==> src/rtl/conv_out_serializer_if.sv <==
// Handshake bundle for conv_out_serializer: frame input stream and set-bit address output stream.
interface conv_out_serializer_if #(
    parameter int ch_out               = 128,
    parameter int stream_out_add_width = $clog2(ch_out)
) ();
    logic [ch_out-1:0]               stream_in;
    logic                            stream_in_en;
    logic                            stream_in_ready;
    logic [stream_out_add_width-1:0] stream_out_add;
    logic                            stream_out_en;
    logic                            stream_out_ready;
    logic                            stream_out_last;

    // Serializer side
    modport slave (
        input  stream_in, stream_in_en, stream_out_ready,
        output stream_in_ready, stream_out_add, stream_out_en, stream_out_last
    );

    // Frame producer / beat consumer side
    modport master (
        output stream_in, stream_in_en, stream_out_ready,
        input  stream_in_ready, stream_out_add, stream_out_en, stream_out_last
    );
endinterface

==> src/rtl/conv_out_serializer.sv <==
// Captures a ch_out-bit frame and emits the index of each set bit, lowest first, one per accepted beat.
module conv_out_serializer #(
    parameter int ch_out               = 128,
    parameter int stream_out_add_width = $clog2(ch_out),
    parameter int count_width          = $clog2(ch_out) + 1
) (
    input  logic                   clk,
    input  logic                   reset,
    conv_out_serializer_if.slave   bus,
    output logic                   frame_empty,
    output logic [count_width-1:0] frame_count
);
    localparam int unsigned CW = ch_out;
    localparam int unsigned AW = stream_out_add_width;
    localparam int unsigned NW = count_width;

    typedef enum logic {IDLE = 1'b0, SCAN = 1'b1} state_e;

    state_e          state_q, state_d;
    logic [CW-1:0]   shadow_q, shadow_d;
    logic [NW-1:0]   cnt_q, cnt_d;
    logic [NW-1:0]   fcount_q, fcount_d;
    logic            fempty_q, fempty_d;
    logic            out_en_q, out_en_d;
    logic [AW-1:0]   add_q, add_d;
    logic            last_q, last_d;
    logic            in_ready_q, in_ready_d;
    logic [AW-1:0]   lsb_idx;
    logic            one_hot;

    // State and datapath registers
    always_ff @(posedge clk or posedge reset) begin
        if (reset) begin
            state_q    <= IDLE;
            shadow_q   <= '0;
            cnt_q      <= '0;
            fcount_q   <= '0;
            fempty_q   <= 1'b0;
            out_en_q   <= 1'b0;
            add_q      <= '0;
            last_q     <= 1'b0;
            in_ready_q <= 1'b1;
        end else begin
            state_q    <= state_d;
            shadow_q   <= shadow_d;
            cnt_q      <= cnt_d;
            fcount_q   <= fcount_d;
            fempty_q   <= fempty_d;
            out_en_q   <= out_en_d;
            add_q      <= add_d;
            last_q     <= last_d;
            in_ready_q <= in_ready_d;
        end
    end

    // Next state: capture in IDLE, clear one bit per accepted beat in SCAN
    always_comb begin
        state_d  = state_q;
        shadow_d = shadow_q;
        cnt_d    = cnt_q;
        fcount_d = fcount_q;
        fempty_d = 1'b0;
        case (state_q)
            IDLE: begin
                if (bus.stream_in_en) begin
                    if (bus.stream_in != '0) begin
                        shadow_d = bus.stream_in;
                        cnt_d    = '0;
                        state_d  = SCAN;
                    end else begin
                        fempty_d = 1'b1;
                        fcount_d = '0;
                    end
                end
            end
            SCAN: begin
                if (bus.stream_out_ready) begin
                    shadow_d = shadow_q & ~(CW'(1) << add_q);
                    cnt_d    = cnt_q + NW'(1);
                    if (last_q) begin
                        fcount_d = cnt_q + NW'(1);
                        state_d  = IDLE;
                    end
                end
            end
            default: state_d = IDLE;
        endcase
    end

    // Output register inputs decoded from next-cycle shadow so beats stay registered
    always_comb begin
        lsb_idx = '0;
        for (int i = CW - 1; i >= 0; i--) begin
            if (shadow_d[i]) lsb_idx = AW'(i);
        end
        one_hot    = (shadow_d != '0) && ((shadow_d & (shadow_d - CW'(1))) == '0);
        out_en_d   = (state_d == SCAN);
        add_d      = out_en_d ? lsb_idx : '0;
        last_d     = out_en_d && one_hot;
        in_ready_d = (state_d == IDLE);
    end

    assign bus.stream_in_ready = in_ready_q;
    assign bus.stream_out_en   = out_en_q;
    assign bus.stream_out_add  = add_q;
    assign bus.stream_out_last = last_q;
    assign frame_empty         = fempty_q;
    assign frame_count         = fcount_q;
endmodule

==> src/flat_wrapper.sv <==
// flat-port wrapper written by rule: the top's interface ports become plain ports
module conv_out_serializer_flat 
#(
    parameter int ch_out               = 128,
    parameter int stream_out_add_width = $clog2(ch_out),
    parameter int count_width          = $clog2(ch_out) + 1
)
  (clk, reset, frame_empty, frame_count, bus_stream_in, bus_stream_in_en, bus_stream_out_ready, bus_stream_in_ready, bus_stream_out_add, bus_stream_out_en, bus_stream_out_last);
  conv_out_serializer_if #(.ch_out(ch_out), .stream_out_add_width(stream_out_add_width)) bus_i ();
  input  logic clk;
  input  logic reset;
  output logic frame_empty;
  output logic [count_width-1:0] frame_count;
  input wire logic [$bits(bus_i.stream_in)-1:0] bus_stream_in;
  input wire logic [$bits(bus_i.stream_in_en)-1:0] bus_stream_in_en;
  input wire logic [$bits(bus_i.stream_out_ready)-1:0] bus_stream_out_ready;
  output wire logic [$bits(bus_i.stream_in_ready)-1:0] bus_stream_in_ready;
  output wire logic [$bits(bus_i.stream_out_add)-1:0] bus_stream_out_add;
  output wire logic [$bits(bus_i.stream_out_en)-1:0] bus_stream_out_en;
  output wire logic [$bits(bus_i.stream_out_last)-1:0] bus_stream_out_last;
  assign bus_i.stream_in = bus_stream_in;
  assign bus_i.stream_in_en = bus_stream_in_en;
  assign bus_i.stream_out_ready = bus_stream_out_ready;
  assign bus_stream_in_ready = bus_i.stream_in_ready;
  assign bus_stream_out_add = bus_i.stream_out_add;
  assign bus_stream_out_en = bus_i.stream_out_en;
  assign bus_stream_out_last = bus_i.stream_out_last;
  conv_out_serializer #(.ch_out(ch_out), .stream_out_add_width(stream_out_add_width), .count_width(count_width)) u_core (.clk(clk), .reset(reset), .bus(bus_i), .frame_empty(frame_empty), .frame_count(frame_count));
endmodule
==> config.mk <==
export PLATFORM = sky130hd
export DESIGN_NAME = conv_out_serializer_flat
export DESIGN_NICKNAME = d
export VERILOG_FILES = /design/src/rtl/conv_out_serializer_if.sv /design/src/rtl/conv_out_serializer.sv /design/src/flat_wrapper.sv
export SDC_FILE = /design/constraint.sdc
export NUM_CORES = 1
export LEC_CHECK = 0
export CAP_MARGIN = 30
export CORE_ASPECT_RATIO = 2
export CORE_MARGIN = 2
export CORE_UTILIZATION = 35
export CTS_CLUSTER_SIZE = 10
export DETAILED_ROUTE_END_ITERATION = 6
export PLACE_DENSITY_LB_ADDON = 0.12
export SLEW_MARGIN = 20
export SYNTH_ARGS = -nofsm -noshare
export SYNTH_HDL_FRONTEND = slang
export SYNTH_SLANG_ARGS = --single-unit
==> constraint.sdc <==
create_clock -name clk -period 7.05 [get_ports clk]
set_clock_uncertainty 0.2 [all_clocks]
set_input_delay 1.41 -clock clk [delete_from_list [all_inputs] [get_ports clk]]
set_output_delay 1.41 -clock clk [all_outputs]
set_load 0.02 [all_outputs]
# After elaboration in Yosys (flattened, before gate mapping)
# Cells that the tools add are included.
[word_totals]
register_bits = 155
out_inout_bits = 19
word_cells = 178
input_bits = 132
[classes]
n_reduce_logical = 7
mux = 150
bitwise = 5
n_addsub = 2
shifts = 1
eq_ne = 5
[op_table]
columns = ["cell", "n"]
rows = [
  ["2-to-1 mux 7 bit", 129],
  ["2-to-1 mux 128 bit", 3],
  ["bitwise AND 128 bit", 2],
  ["one-hot mux 128 bit (2 select lines)", 1],
  ["nonzero test 128 bit", 2],
  ["zero test 128 bit", 1],
  ["inverter 128 bit", 1],
  ["left shift 1 x 7 -> 128 bit, first input constant", 1],
  ["subtractor 128 x 1 -> 128 bit, second input constant", 1],
  ["2-to-1 mux 8 bit", 7],
  ["one-hot mux 8 bit (2 select lines)", 2],
  ["adder 8 x 1 -> 8 bit, second input constant", 1],
  ["inequality test 2 bit, second input constant", 4],
  ["2-to-1 mux 1 bit", 7],
  ["AND reduction 4 bit", 1],
  ["AND reduction 3 bit", 1],
  ["logical AND 1 bit", 2],
  ["inequality test 2 x 1 -> 1 bit, second input constant", 1],
  ["inverter 1 bit", 2],
  ["one-hot mux 1 bit (2 select lines)", 1],
]

# Depth between registers and ports, before layout
[depth]
depth_word = 134
depth_mapped = 20
depth_no_buf = 15

# Least setup slack after synthesis
# Ideal clock, no wire load.
[synth_timing]
kind = "input port to flip-flop"
startpoint = "input port bus_stream_in[11]"
endpoint = "register u_core.last_q, in the netlist u_core.bus.stream_out_last"
cell_stages = 17
setup_slack_ns = 1.329
t_arrival_ns = 5.409
setup_ns = 0.111
cell_sequence = "or4_4 > nand4b_4 > nor4_4 > a31o_1 > buf_6 > buf_12 > buf_12 > mux2i_1 > nand3_2 > or3_1 > buf_2 > o31a_1 > a2111oi_1 > nand4_1 > nor4_1 > nand4_1 > a2111oi_2"
[synth_via]
elab_chain_len = 9
word_cells_on_any_way = 13
[synth_rtl]
columns = ["item", "line", "source"]
rows = [
  ["from (decl)", "flat_wrapper.sv:14", "input wire logic [$bits(bus_i.stream_in)-1:0] bus_stream_in;"],
  ["nonzero test 128 bit", "conv_out_serializer.sv:66", "if (bus.stream_in != '0) begin"],
  ["2-to-1 mux 128 bit", "conv_out_serializer.sv:66", ""],
  ["2-to-1 mux 128 bit", "conv_out_serializer.sv:65", "if (bus.stream_in_en) begin"],
  ["one-hot mux 128 bit (2 select lines)", "conv_out_serializer.sv:63", "case (state_q)"],
  ["subtractor 128 x 1 -> 128 bit", "conv_out_serializer.sv:96", "one_hot = (shadow_d != '0) && ((shadow_d & (shadow_d - CW'(1))) == '0);"],
  ["bitwise AND 128 bit", "conv_out_serializer.sv:96", ""],
  ["zero test 128 bit", "conv_out_serializer.sv:96", ""],
  ["logical AND 1 bit", "conv_out_serializer.sv:96", ""],
  ["logical AND 1 bit *", "conv_out_serializer.sv:99", "last_d = out_en_d && one_hot;"],
  ["via u_core.last_d", "conv_out_serializer.sv:26", "logic last_q, last_d;"],
  ["to (signal assigned)", "conv_out_serializer.sv:51", "last_q <= last_d;"],
  ["to (decl)", "conv_out_serializer.sv:26", ""],
]
# Mark *: on every way through the listed nets, which the timed path passes. The rest lies on a longest branch.
# A chain may end at the register's enable or synchronous reset.

# Worst setup path in the final report
[layout_timing]
startpoint = "input port bus_stream_in[27]"
endpoint = "register u_core.last_q, in the netlist u_core.bus.stream_out_last"
# The elaborated chain is that of the path after synthesis.

==> run summary <==
STA
---------------------------------------------------------------------------------
Share of the clock period used by the worst path ...................        96.6%
Final setup viols ..................................................            0
Max_slew headroom ..................................................        26.1%
Count of final hold-check violations ...............................            0
Unrepaired setup endpoints after global routing ....................        false
TNS Setup ..........................................................         0 ns
Post-route setup slack .............................................     0.240 ns
Maximum clock frequency ............................................      147 MHz
Minimum period implied by the final worst setup slack ..............      6.81 ns
Slew of the pin with the lowest slew margin ........................      1.10 ns
Slew Viols, Final ..................................................            0

SYNTHESIS
---------------------------------------------------------------------------------
Net count of the mapped netlist ....................................        1,684
Post-synth top flop ................................................      dfrtp_1
Post-synth design cell area ........................................   0.0122 mm²
Portion of synthesized cell area occupied by the leading cell type .        31.5%
Count of yosys warnings during synthesis ...........................            0
Fraction of the yosys area taken by sequential cells ...............        31.8%
Number of enable flip-flop cells after synthesis ...................            0
Library cell with the largest summed area after synthesis ..........      dfrtp_1
Most instantiated library cell after synthesis .....................      nand2_1
Most numerous cell types in the synthesized netlist ................ nand2_1 (169), o21ai_0 (167), dfrtp_1 (154)
Cells taking the most area after synthesis ......................... dfrtp_1 (32%), o21ai_0 (6.8%), mux2i_1 (6.2%)
Count of state elements after synthesis ............................          155
Instance count of the mapped netlist ...............................        1,551
Post-synth ARST share ..............................................         100%
Avg Synthesized Cell Area ..........................................     7.88 µm²
Unique masters post-synth ..........................................           94

CRITICAL PATH
---------------------------------------------------------------------------------
Worst reg-to-reg setup slack .......................................      1.42 ns
Worst Setup End Kind ...............................................     register
Cell with the biggest individual delay on the critical path ........       nor4_1
Max incr delay on CP ...............................................      0.97 ns
Max Fanout on Critical Path ........................................           13
Type of the worst setup path .......................................    in -> reg
Endpoint arrival time on the critical path .........................      6.96 ns
Ordered cell list for the critical path ............................ clkdlybuf4s50_1 -> nor4_1 -> nand4_1 -> nor4_4 -> a31o_4 -> buf_4 -> mux2i_1 -> nand2_2 -> or3_1 -> o21a_1 -> a2111oi_0 -> nand4_1 -> nor4_1 -> buf_4 -> o2111ai_1 -> a2111oi_2
Required @ worst endpoint ..........................................      7.20 ns
Kind of start point of the critical path ........................... primary input

STATUS
---------------------------------------------------------------------------------
Result of the run .................................................. finished with violations
Failing checks ..................................................... design-rule violations

FLOORPLANNING
---------------------------------------------------------------------------------
Die height .........................................................       268 µm
CORE AREA ..........................................................   0.0344 mm²
Die width ..........................................................       136 µm
DIE AREA ...........................................................   0.0365 mm²
Number of placement rows ...........................................           96
Initial standard-cell utilization of the core ......................        35.6%
Top-level port count ...............................................          151

CELLS AND AREA
---------------------------------------------------------------------------------
Area growth from synthesis to layout ...............................        38.6%
Area of all sequential standard cells ..............................  0.00388 mm²
Final layout net count .............................................        2,076
Number of diodes added for antenna fixing ..........................            0
Multi-input logic area .............................................  0.00757 mm²
Fill count .........................................................        3,474
Fraction of layout cells with a size suffix above 1 ................        22.2%
Fin cells ..........................................................        2,397

CTS
---------------------------------------------------------------------------------
CTS tree ...........................................................        built
Hold buffer count at cts ...........................................            0
Worst-Skew Late Latency ............................................      0.47 ns
Total of cells resized after clock tree synthesis ..................            0
Buffer count from post-CTS setup fixing ............................            0
Clock Root Buffer ..................................................    clkbuf_16
Clock slew seen by the registers of the worst setup and hold paths .      0.07 ns
CTS Sinks ..........................................................          155
CTS buffer count ...................................................           17
Buffer depth of the longest clock path .............................            2
Number of H-tree levels ............................................            4

PWR
---------------------------------------------------------------------------------
Ratio of total power to cell area ..................................   329 mW/mm²
Reported leakage power .............................................      7.56 nW
Highest ir drop seen on vdd ........................................   0.000180 V

GRT
---------------------------------------------------------------------------------
First-pass GRT wire length .........................................    99,000 µm
Largest net degree at the start of global routing ..................           65
Via count of the first global-routing pass .........................       15,076
Number of antenna violations at the first check in global routing ..            2
Global router's overall resource usage .............................        38.4%
Remaining global-route overflow ....................................            0

DETAILED ROUTING
---------------------------------------------------------------------------------
Final routed DRC violation total ...................................            2
First-pass iteration count of the detailed router ..................            7
Routed wirelength normalized by instance count .....................      29.0 µm
Vias after detailed routing ........................................       14,455
Final ANT Viol Nets ................................................            0
Mean number of vias per cell .......................................         6.03
Initial DRC count ..................................................        1,024
Aggregate routed wire length .......................................    69,600 µm

PLACED DESIGN
---------------------------------------------------------------------------------
Buffers on Ports ...................................................          150
Placer Congestion ..................................................         1.04
Total instance count after detailed placement ......................        2,364
Detail Placement HPWL ..............................................    57,300 µm
Worst slack after detailed placement ...............................    -0.303 ns

RUN
---------------------------------------------------------------------------------
Number of max-capacitance violations reported ......................            0

HOLD PATH
---------------------------------------------------------------------------------
Type of the most critical hold path ................................   reg -> reg

## logic make-up (layout without fill, tap and decap cells)
logic type | after synthesis | after routing | synth area share, %
XOR/XNOR | 3 | 3 | 0.215
multiplexers | 109 | 109 | 9.35
flip-flops | 155 | 155 | 31.8
buffers and inverters | 185 | 590 | 6.65
AO/OA/AOI/OAI | 478 | 478 | 25.1
AND/OR/NAND/NOR | 618 | 618 | 26.7
adder cells (fa/ha/maj) | 3 | 3 | 0.277
## per-layer routing
metal  part of all wire (%)  routed length, µm  global-route usage (%)  vias to the layer above
met4                     12               8070                    37.2                        2
met1                     32              22000                    35.6                     7020
met5                  0.024                 17                       0                        -
met2                     52              36300                    69.7                      644
met3                    4.6               3180                    5.45                      271
li1                       -                  -                       -                     6518
## state kept, by name, summed over array words and instances (netlist names)
name / flops
u_core.cnt_q: 8
u_core.shadow_q: 128
u_core.frame_count: 8
u_core.bus.stream_out_add: 7
u_core.state_q: 1
u_core.bus.stream_out_last: 1
u_core.bus.stream_in_ready: 1
u_core.frame_empty: 1
## metrics by stage
| step | power (mW) | area, µm² | hold slack, ns | utilization [%] |
|---|---|---|---|---|
| 3_3_place_gp | 4.46 | 16200 | 0.251 | 47.3 |
| 5_1_grt | 5.82 | 16900 | 0.297 | 49.3 |
| 2_1_floorplan | 2.83 | 12200 | 0.306 | - |
| 6_report | 5.57 | 16900 | 0.266 | 49.3 |
| 4_1_cts | 5.51 | 16900 | 0.269 | 49.2 |
| 3_5_place_dp | 4.46 | 16300 | 0.255 | 47.4 |
## cells in the final DEF, fill, tap and decap left out, types with 15 or more instances in the layout
| cell | synthesis | layout |
|---|---|---|
| buf_4 | 4 | 294 |
| o21ai_0 | 167 | 167 |
| nand2b_1 | 22 | 22 |
| or3_1 | 23 | 23 |
| dfrtp_1 | 154 | 154 |
| nand4_1 | 30 | 30 |
| nor2_1 | 134 | 134 |
| and2_1 | 15 | 15 |
| inv_1 | 101 | 100 |
| nor4_1 | 53 | 49 |
| o21a_1 | 35 | 35 |
| clkdlybuf4s50_1 | 0 | 150 |
| a21oi_1 | 76 | 76 |
| nor3_1 | 36 | 36 |
| a31oi_1 | 24 | 23 |
| nand2_1 | 169 | 169 |
| o31ai_1 | 60 | 60 |
| clkbuf_16 | 0 | 17 |
| mux2_2 | 30 | 30 |
| nand3_1 | 32 | 32 |
| or2_2 | 27 | 27 |
| mux2i_1 | 76 | 76 |
## path summary, 6_finish.rpt
check / start / endpoint / cells after the start
max: bus_stream_in[27] / u_core.bus.stream_out_last / 16
min: u_core.frame_count[4] / u_core.frame_count[4] / 2
max reg2reg: u_core.bus.stream_out_add[4] / u_core.bus.stream_out_last / 14
min reg2reg: u_core.frame_count[4] / u_core.frame_count[4] / 2
max in group asynchronous: reset / u_core.shadow_q[33] / 3
min in group asynchronous: reset / u_core.shadow_q[18] / 2
## where the power goes
part | switching [mW] | total [mW] | internal [mW]
sequential | 0.136 | 1.31 | 1.18
clock | 0.459 | 1.03 | 0.573
combinational | 1.93 | 3.22 | 1.29
## layout make-up
type / count / area share [%]
Clock buffer: 17 / 2.51
Clock inverter: 15 / 1.21
Inverter: 102 / 2.29
Multi-Input combinational cell: 1211 / 44.7
Sequential cell: 155 / 22.9
Tap cell: 441 / 3.26
Timing Repair Buffer: 456 / 23.1
## worst max-delay path: cells and delay by family
kind / cells / cell delay, ns
multiplexers: 1 / 0.27
buffers and inverters: 3 / 0.93
AND/OR/NAND/NOR: 7 / 2.80
AO/OA/AOI/OAI: 5 / 1.54
Note: power is estimated with default switching activity, not from simulation.
